--- src/rtl/mmio_timer_if.sv ---
// CPU data-path bus seen by the memory-mapped timer: address, store data,
// strobes, and the combinational hit/read-data return path.
interface mmio_timer_if;
    logic [31:0] addr;
    logic [31:0] wdata;
    logic        memwrite;
    logic        memread;
    logic        hit;
    logic [31:0] rdata;

    modport master (output addr, wdata, memwrite, memread, input  hit, rdata);
    modport slave  (input  addr, wdata, memwrite, memread, output hit, rdata);
endinterface

--- src/rtl/mmio_timer.sv ---
// Two-channel 16-bit down-counting timer/counter on a 6-word MMIO window.
// Reads are combinational; STATUS reads clear the sticky done bit.
module mmio_timer #(
    parameter logic [31:0] BASE_ADDR = 32'hFFFF_FC20
) (
    input  logic        clock,
    input  logic        reset,
    mmio_timer_if.slave bus,
    input  logic [1:0]  pulse_in,
    output logic        irq
);
    localparam int NUM_CH = 2;

    logic [2:0]              off;
    logic                    hit_w;
    logic [31:0]             rdata_w;
    logic [NUM_CH-1:0][15:0] load_q, count_q;
    logic [NUM_CH-1:0]       mode_q, rpt_q, ie_q, run_q, done_q;
    logic [NUM_CH-1:0]       sync1_q, sync2_q, sync3_q, edge_q;
    logic [NUM_CH-1:0]       wr_ctrl, wr_load, rd_stat, tick;

    assign off   = bus.addr[4:2];
    assign hit_w = (bus.addr[31:5] == BASE_ADDR[31:5]) && (off <= 3'd5);

    always_comb begin
        for (int ch = 0; ch < NUM_CH; ch++) begin
            wr_ctrl[ch] = bus.memwrite && hit_w && (off == 3'(ch));
            wr_load[ch] = bus.memwrite && hit_w && (off == 3'(ch + 2));
            rd_stat[ch] = bus.memread  && hit_w && (off == 3'(ch));
            tick[ch]    = mode_q[ch] ? edge_q[ch] : 1'b1;
        end
    end

    // off[0] selects the channel in every register pair
    always_comb begin
        rdata_w = '0;
        if (hit_w) begin
            case (off[2:1])
                2'd0:    rdata_w[3:0]  = {rpt_q[off[0]], mode_q[off[0]],
                                          run_q[off[0]], done_q[off[0]]};
                2'd1:    rdata_w[15:0] = load_q[off[0]];
                default: rdata_w[15:0] = count_q[off[0]];
            endcase
        end
    end

    assign bus.hit   = hit_w;
    assign bus.rdata = rdata_w;

    always_ff @(posedge clock) begin
        if (reset) begin
            load_q  <= '0;
            count_q <= '0;
            mode_q  <= '0;
            rpt_q   <= '0;
            ie_q    <= '0;
            run_q   <= '0;
            done_q  <= '0;
            sync1_q <= '0;
            sync2_q <= '0;
            sync3_q <= '0;
            edge_q  <= '0;
            irq     <= 1'b0;
        end else begin
            // registered edge detect puts the counter tick 3 edges after the sampled rise
            sync1_q <= pulse_in;
            sync2_q <= sync1_q;
            sync3_q <= sync2_q;
            edge_q  <= sync2_q & ~sync3_q;
            irq     <= |(done_q & ie_q);
            for (int ch = 0; ch < NUM_CH; ch++) begin
                if (wr_load[ch]) load_q[ch] <= bus.wdata[15:0];
                // clear first so a same-edge set below overrides it
                if (rd_stat[ch]) done_q[ch] <= 1'b0;
                if (wr_ctrl[ch]) begin
                    mode_q[ch] <= bus.wdata[1];
                    rpt_q[ch]  <= bus.wdata[2];
                    ie_q[ch]   <= bus.wdata[3];
                    if (!bus.wdata[0]) begin
                        run_q[ch] <= 1'b0;
                    end else if (load_q[ch] == 16'd0) begin
                        count_q[ch] <= 16'd0;
                        run_q[ch]   <= 1'b0;
                        done_q[ch]  <= 1'b1;
                    end else begin
                        count_q[ch] <= load_q[ch];
                        run_q[ch]   <= 1'b1;
                    end
                end else if (run_q[ch] && tick[ch]) begin
                    if (count_q[ch] > 16'd1) begin
                        count_q[ch] <= count_q[ch] - 16'd1;
                    end else if (count_q[ch] == 16'd1) begin
                        done_q[ch] <= 1'b1;
                        if (rpt_q[ch]) begin
                            count_q[ch] <= load_q[ch];
                        end else begin
                            count_q[ch] <= 16'd0;
                            run_q[ch]   <= 1'b0;
                        end
                    end
                end
            end
        end
    end
endmodule

--- src/flat_wrapper.sv ---
// flat-port wrapper written by rule: the top's interface ports become plain ports
module mmio_timer_flat 
#(
    parameter logic [31:0] BASE_ADDR = 32'hFFFF_FC20
)
  (clock, reset, pulse_in, irq, bus_addr, bus_wdata, bus_memwrite, bus_memread, bus_hit, bus_rdata);
  mmio_timer_if bus_i ();
  input  logic clock;
  input  logic reset;
  input  logic [1:0] pulse_in;
  output logic irq;
  input wire logic [$bits(bus_i.addr)-1:0] bus_addr;
  input wire logic [$bits(bus_i.wdata)-1:0] bus_wdata;
  input wire logic [$bits(bus_i.memwrite)-1:0] bus_memwrite;
  input wire logic [$bits(bus_i.memread)-1:0] bus_memread;
  output wire logic [$bits(bus_i.hit)-1:0] bus_hit;
  output wire logic [$bits(bus_i.rdata)-1:0] bus_rdata;
  assign bus_i.addr = bus_addr;
  assign bus_i.wdata = bus_wdata;
  assign bus_i.memwrite = bus_memwrite;
  assign bus_i.memread = bus_memread;
  assign bus_hit = bus_i.hit;
  assign bus_rdata = bus_i.rdata;
  mmio_timer #(.BASE_ADDR(BASE_ADDR)) u_core (.clock(clock), .reset(reset), .bus(bus_i), .pulse_in(pulse_in), .irq(irq));
endmodule
--- config.mk ---
export PLATFORM = sky130hd
export DESIGN_NAME = mmio_timer_flat
export DESIGN_NICKNAME = d
export VERILOG_FILES = /design/src/rtl/mmio_timer_if.sv /design/src/rtl/mmio_timer.sv /design/src/flat_wrapper.sv
export SDC_FILE = /design/constraint.sdc
export NUM_CORES = 1
export LEC_CHECK = 0
export ABC_AREA = 1
export BUFFER_PORTS_ARGS = -buffer_cell sky130_fd_sc_hd__buf_2
export CAP_MARGIN = 40
export CORE_ASPECT_RATIO = 0.9
export CORE_MARGIN = 5
export CORE_UTILIZATION = 62
export DETAILED_ROUTE_END_ITERATION = 10
export GPL_ROUTABILITY_DRIVEN = 0
export PLACE_DENSITY = 0.87
export SETUP_SLACK_MARGIN = 0.05
export SYNTH_ARGS = -nofsm -noshare
export SYNTH_HDL_FRONTEND = slang
export SYNTH_SLANG_ARGS = --single-unit
--- constraint.sdc ---
create_clock -name clock -period 5.5 [get_ports clock]
set_clock_uncertainty 0.2 [all_clocks]
set_input_delay 0.275 -clock clock [delete_from_list [all_inputs] [get_ports clock]]
set_output_delay 0.275 -clock clock [all_outputs]
set_load 0.05 [all_outputs]
======== Word-level counts from Yosys, hierarchy flattened ========
Index checks and enable logic that the tools add are counted.
Widths: inputs -> output; s select.
cells by class
  add/sub/neg operators ................... 2
  order comparisons ....................... 4
  eq/ne operators ......................... 13
  muxes and demuxes ....................... 59
  bitwise operators ....................... 3
  reduce and logical (&&, ||, !) cells .... 26
operators with widths
  kind                   number
  $mux 16                19
  $mux 1                 38
  $eq 16x1->1 const B    2
  $gt 16x1->1 const B    2
  $logic_not 16->1       2
  $sub 16x1->16 const B  2
  $eq 27x27->1 const B   1
  $pmux 12 s2            1
  $logic_and 1x1->1      11
  $ne 2x2->1 const B     4
  $pmux 4 s2             1
  $reduce_and 4->1       2
  $reduce_bool 2->1      4
  $eq 3x2->1 const B     2
  $reduce_and 3->1       2
  $reduce_bool 3->1      2
  $and 2x2->2            2
  $ne 2x1->1 const B     2
  $eq 3x1->1 const B     1
  $le 3x3->1 const B     1
  $logic_not 3->1        1
  $eq 2x1->1 const B     1
  $logic_not 2->1        1
  $lt 1x2->1 const B     1
  other kinds (2)        2
storage, ports and cells
  register bits ........................... 83
  input port bits ......................... 70

======== Depth between registers and ports, before layout ========
  word-level depth ........................ 9
  depth in mapped cells ................... 13

======== Worst setup path before layout ========
OpenSTA, ideal clock, no wires.
  kind .................................... input to output
  start point ............................. in bus_addr[2]
  end point ............................... out bus_rdata[0]
  arrival ................................. 2.299 ns
  required time ........................... 5.025 ns
  setup slack ............................. 2.726 ns
  stages on the path ...................... 5
  buffers on the path ..................... 1
  path through ............................ clkbuf_1 -> a21oi_1 -> o21ai_0 -> o21ai_0 -> nor4_1
between the ends
  longest elaborated chain between the ends .. 4
  elaborated cells between the ends (all ways) .. 10
  classes of those cells .................. order compare (1); mux (8); reduce/logical (1)
ends and longest elaborated chain
  what                                                                 RTL line            source
  start, declared                                                      flat_wrapper.sv:12  input wire logic [$bits(bus_i.addr)-1:0] bus_addr;
  $mux 16 (not written as such) (tied with other cells) (2 in series)  mmio_timer.sv:42    default: rdata_w[15:0] = count_q[off[0]];
  $pmux 4 s2                                                           mmio_timer.sv:38    case (off[2:1])
  $mux 16 (*)                                                          mmio_timer.sv:37    if (hit_w) begin
  end, declared                                                        flat_wrapper.sv:17  output wire logic [$bits(bus_i.rdata)-1:0] bus_rdata;
Every way passes the cells marked *; elsewhere a longest branch is shown, timed or not. The select of a mux whose other input is x is not followed.

======== Worst setup path after layout ========
  start point ............................. reg u_core.count_q[17] (netlist name)
  end point ............................... reg u_core.count_q[28] (netlist name)
between the ends
  longest elaborated chain between the ends .. 4
  elaborated cells between the ends (all ways) .. 8
  classes of those cells .................. add/sub (1); order compare (1); eq/ne (1); mux (3); reduce/logical (2)
ends and longest elaborated chain
  what                                                 RTL line                            source
  start, declared                                      mmio_timer.sv:17                    logic [NUM_CH-1:0][15:0] load_q, count_q;
  start signal, assigned by index                      mmio_timer.sv:86                    count_q[ch] <= load_q[ch];
  start signal, assigned by index                      mmio_timer.sv:91                    count_q[ch] <= count_q[ch] - 16'd1;
  start signal, assigned by index                      mmio_timer.sv:95                    count_q[ch] <= load_q[ch];
  $sub 16x1->16 / $gt 16x1->1 (equally long branches)  mmio_timer.sv:91, mmio_timer.sv:90
  $mux 16                                              mmio_timer.sv:90                    if (count_q[ch] > 16'd1) begin
  $mux 16                                              mmio_timer.sv:89                    end else if (run_q[ch] && tick[ch]) begin
  $mux 16                                              mmio_timer.sv:75                    if (wr_ctrl[ch]) begin
Parallel ways exist; a longest one is shown, timed or not. The select of a mux whose other input is x is not followed.
A chain may end at the register's enable or synchronous reset.

==> flow_metrics.tcl <==
set metrics [dict create \
    arrival_ns 2.75 \
    finalCriticalPeriod_ns 2.67 \
    reg2reg_from "u_core.count_q[17]$_SDFFE_PP0P_" \
    tns_ns 0 \
    avgSynthCellArea_um2 6.09 \
    worstSetupStartpointType "register" \
    power_density_mw_per_mm2 170 \
    grt_start_max_net_pins 34 \
    worst_ir_drop_vdd_uv 169 \
    yosys_warnings 0 \
    busiest_layer "met2" \
    placedCellCount 1153 \
    critPathMaxFanout 23 \
    grt_overflow_total 0 \
    hold_slack_ns -0.00467 \
    via_count 6642 \
    stdcell_count 1178 \
    hp-class "input port to register" \
    drt_wl_total_um 17400 \
    slew_violations 0 \
    grt_pass1_vias 5851 \
    die_y_um 104 \
    crit_path_start "u_core.count_q[17]$_SDFFE_PP0P_" \
    cts_setup_buffers 0 \
    cts_resized 0 \
    syn2layout_area_growth_pct 10.1 \
    synth_adder_area_share_pct 0.826 \
    fin_nets 1121 \
    synth_top_family_by_area "simple AND/OR/NAND/NOR gates" \
    firstDrtPassIters 5 \
    dp_hpwl_um 12800 \
    ys_seq_elements 83 \
    fp.coreArea_mm2 0.00961 \
    drive_gt1_share_pct 14.1 \
    max_slew.worst_pin.slew_ns 0.820 \
    setup_viol 0 \
    clock_latency_ns 0.39 \
    min_from "bus_wdata[12]" \
    fin_crit_sh_pct 48.6 \
    hold_viol_final 2 \
    netlist_instances 996 \
    placed_area_mm2 0.00640 \
    io_buffers 69 \
    synth_xor_area_share_pct 2.75 \
    multi_input_area_mm2 0.00367 \
    hold_buffers 9 \
    path_class "register to register" \
    htreeDepth 3 \
    outcome "finished with violations" \
    synth_cell_type_count 40 \
    die_area_mm2 0.0119 \
    use_met2_pct 44.1 \
    ioPinCount 104 \
    synthMuxAreaShare_pct 0 \
    place_ws_ns 2.72 \
    slew_headroom_pct 45.3 \
    synthSimpleGateAreaFrac_pct 41.9 \
    use_met3_pct 7.06 \
    cellLeakagePower_uw 0.00321 \
    fillers 906 \
    routed_via_density 5.64 \
    worstPathCellList "inv_1 > ha_1 > nand2_1 > nor2_4 > nand2_1 > nand2_1 > inv_2 > nand2_1 > nand2_1 > nand2_1 > o21ai_1 > nor2_1 > nor2_1" \
    use_met1_pct 38.9 \
    wire_per_inst_um 14.8 \
    crit_slowest_cell "nand2_1" \
    cp_common_cell "nand2_1" \
    drc 0 \
    postRouteAntennaNets 0 \
    antenna_found_initial 0 \
    required_ns 5.58 \
    critPathMaxStageDelay_ns 0.55 \
    rsz0062_at_grt "false" \
    grt_pass1_wl_um 27800 \
    cts_max_path_buffers 2 \
    initial_core_util_pct 63.1 \
    fmax_mhz 374 \
    synth_compound_gate_area_share_pct 14.1 \
    finish.instance_area_mm2 0.00667 \
    die_w_um 114 \
    rows 34 \
    power_uw 1140 \
    tritoncts "built" \
    drt_iter0_markers 570 \
    grtUsageTotal_pct 28.6 \
    clock-sinks 83 \
    setup_slack_ns 2.83 \
    synth_area_mm2 0.00606 \
    violations "hold timing" \
    numCtsBuffers 9 \
    clk_pin_slew_ns 0.10 \
    cap_violations 0 \
    cp-end-kind "register" \
    clockRootBuffer "clkbuf_8" \
    regArea_mm2 0.00166 \
    n_antenna_cell 0 \
    seq_area_frac_synth_pct 27.4 \
]
[worst paths after layout]
path,slack [ns],depth (start not counted),endpoint
worst min register to register,0.20,1,u_core.edge_q[0]$_SDFF_PP0_
worst max-delay path,2.83,13,u_core.count_q[28]$_SDFFE_PP0P_
worst min-delay path,-0.005,3,u_core.load_q[28]$_SDFFE_PP0P_
worst max register to register,2.83,13,u_core.count_q[28]$_SDFFE_PP0P_
[cell families (layout without fill, tap and decap cells)]
kind of cell,Yosys count,count (layout)
AOI/OAI and AO/OA,144,144
and+or+nand+nor,568,568
xor gates and xnor gates,19,19
other,1,16
adders and majority gates,4,4
buffers and inverters,177,218
DFF,83,83
[final cells by class]
class | instances | share of cell area, %
clock inverters | 4 | 0.375
repair buffers | 83 | 8.40
multi-input cells | 751 | 54.9
flip-flops and latches | 83 | 24.9
clock buffers | 12 | 2.33
inverters | 119 | 6.69
well taps | 126 | 2.36
[flip-flops by register name, summed over array words and instances, names as in the netlist]
signal / cells
u_core.count_q: 32
u_core.load_q: 32
u_core.done_q: 2
u_core.edge_q: 2
u_core.ie_q: 2
u_core.mode_q: 2
u_core.rpt_q: 2
u_core.run_q: 2
u_core.sync1_q: 2
u_core.sync2_q: 2
u_core.sync3_q: 2
u_core.irq: 1
[cells in the mapped netlist (all sizes together)]
library cell  number  area, um^2
dfxtp             83        1660
nor4               7        43.8
xnor2              3        26.3
a22oi              2        15.0
a211oi            33         248
inv              119         447
a21oi             33         169
xor2              16         140
nand3             90         468
o211ai             1        7.51
nand3b             2        15.0
a41oi              2        17.5
nor2             182         808
o22ai              1        6.26
o31ai              4        30.0
clkbuf            24        90.1
nor3               7        46.3
buf               34         254
conb               1        3.75
a31oi             13        81.3
o21ai             54         270
o21a               1        7.51
nand4             10        77.6
nand2            270        1080
ha                 4        50.1
[placed cells by master (no fill, tap or decap), drive strengths merged]
| cell type | synthesis | layout |
|---|---|---|
| a211oi | 33 | 33 |
| a21oi | 33 | 33 |
| a22oi | 2 | 2 |
| a31oi | 13 | 13 |
| a41oi | 2 | 2 |
| buf | 34 | 74 |
| clkbuf | 24 | 12 |
| clkinv | 0 | 2 |
| clkinvlp | 0 | 2 |
| conb | 1 | 16 |
| dfxtp | 83 | 83 |
| dlygate4sd3 | 0 | 9 |
| ha | 4 | 4 |
| inv | 119 | 119 |
| nand2 | 270 | 270 |
| nand3 | 90 | 90 |
| nand3b | 2 | 2 |
| nand4 | 10 | 10 |
| nor2 | 182 | 182 |
| nor3 | 7 | 7 |
| nor4 | 7 | 7 |
| o211ai | 1 | 1 |
| o21a | 1 | 1 |
| o21ai | 54 | 54 |
| o22ai | 1 | 1 |
| o31ai | 4 | 4 |
| xnor2 | 3 | 3 |
| xor2 | 16 | 16 |
[worst max-delay path, delay by kind of cell (launching register included)]
kind | cells | cell delay [ns]
AOI/OAI and AO/OA | 1 | 0.09
adders and majority gates | 1 | 0.25
buffers and inverters | 2 | 0.40
DFF | 1 | 0.31
and+or+nand+nor | 9 | 1.31
[routing by layer]
metal / up-vias / part of all wire (%)
li1: 3274 / -
met1: 2960 / 43
met3: 54 / 9.9
met5: - / 0
met4: 0 / 2.9
met2: 354 / 45
[stage by stage]
| step | utilization (%) | hold WS (ns) |
|---|---|---|
| finish | 69.4 | -0.00467 |
| global route | 69.4 | 0.00281 |
| CTS | 69.4 | 0.000892 |
| detailed placement | 66.6 | 0.193 |
| global placement | 65.3 | 0.178 |
| floorplan | - | 0.174 |
[where the power goes]
group / internal (uW) / switching [uW]
Sequential: 602 / 0.565
Combinational: 31.2 / 77.8
Clock: 187 / 237
Total: 821 / 316
Power figures use the tool's default switching activity.
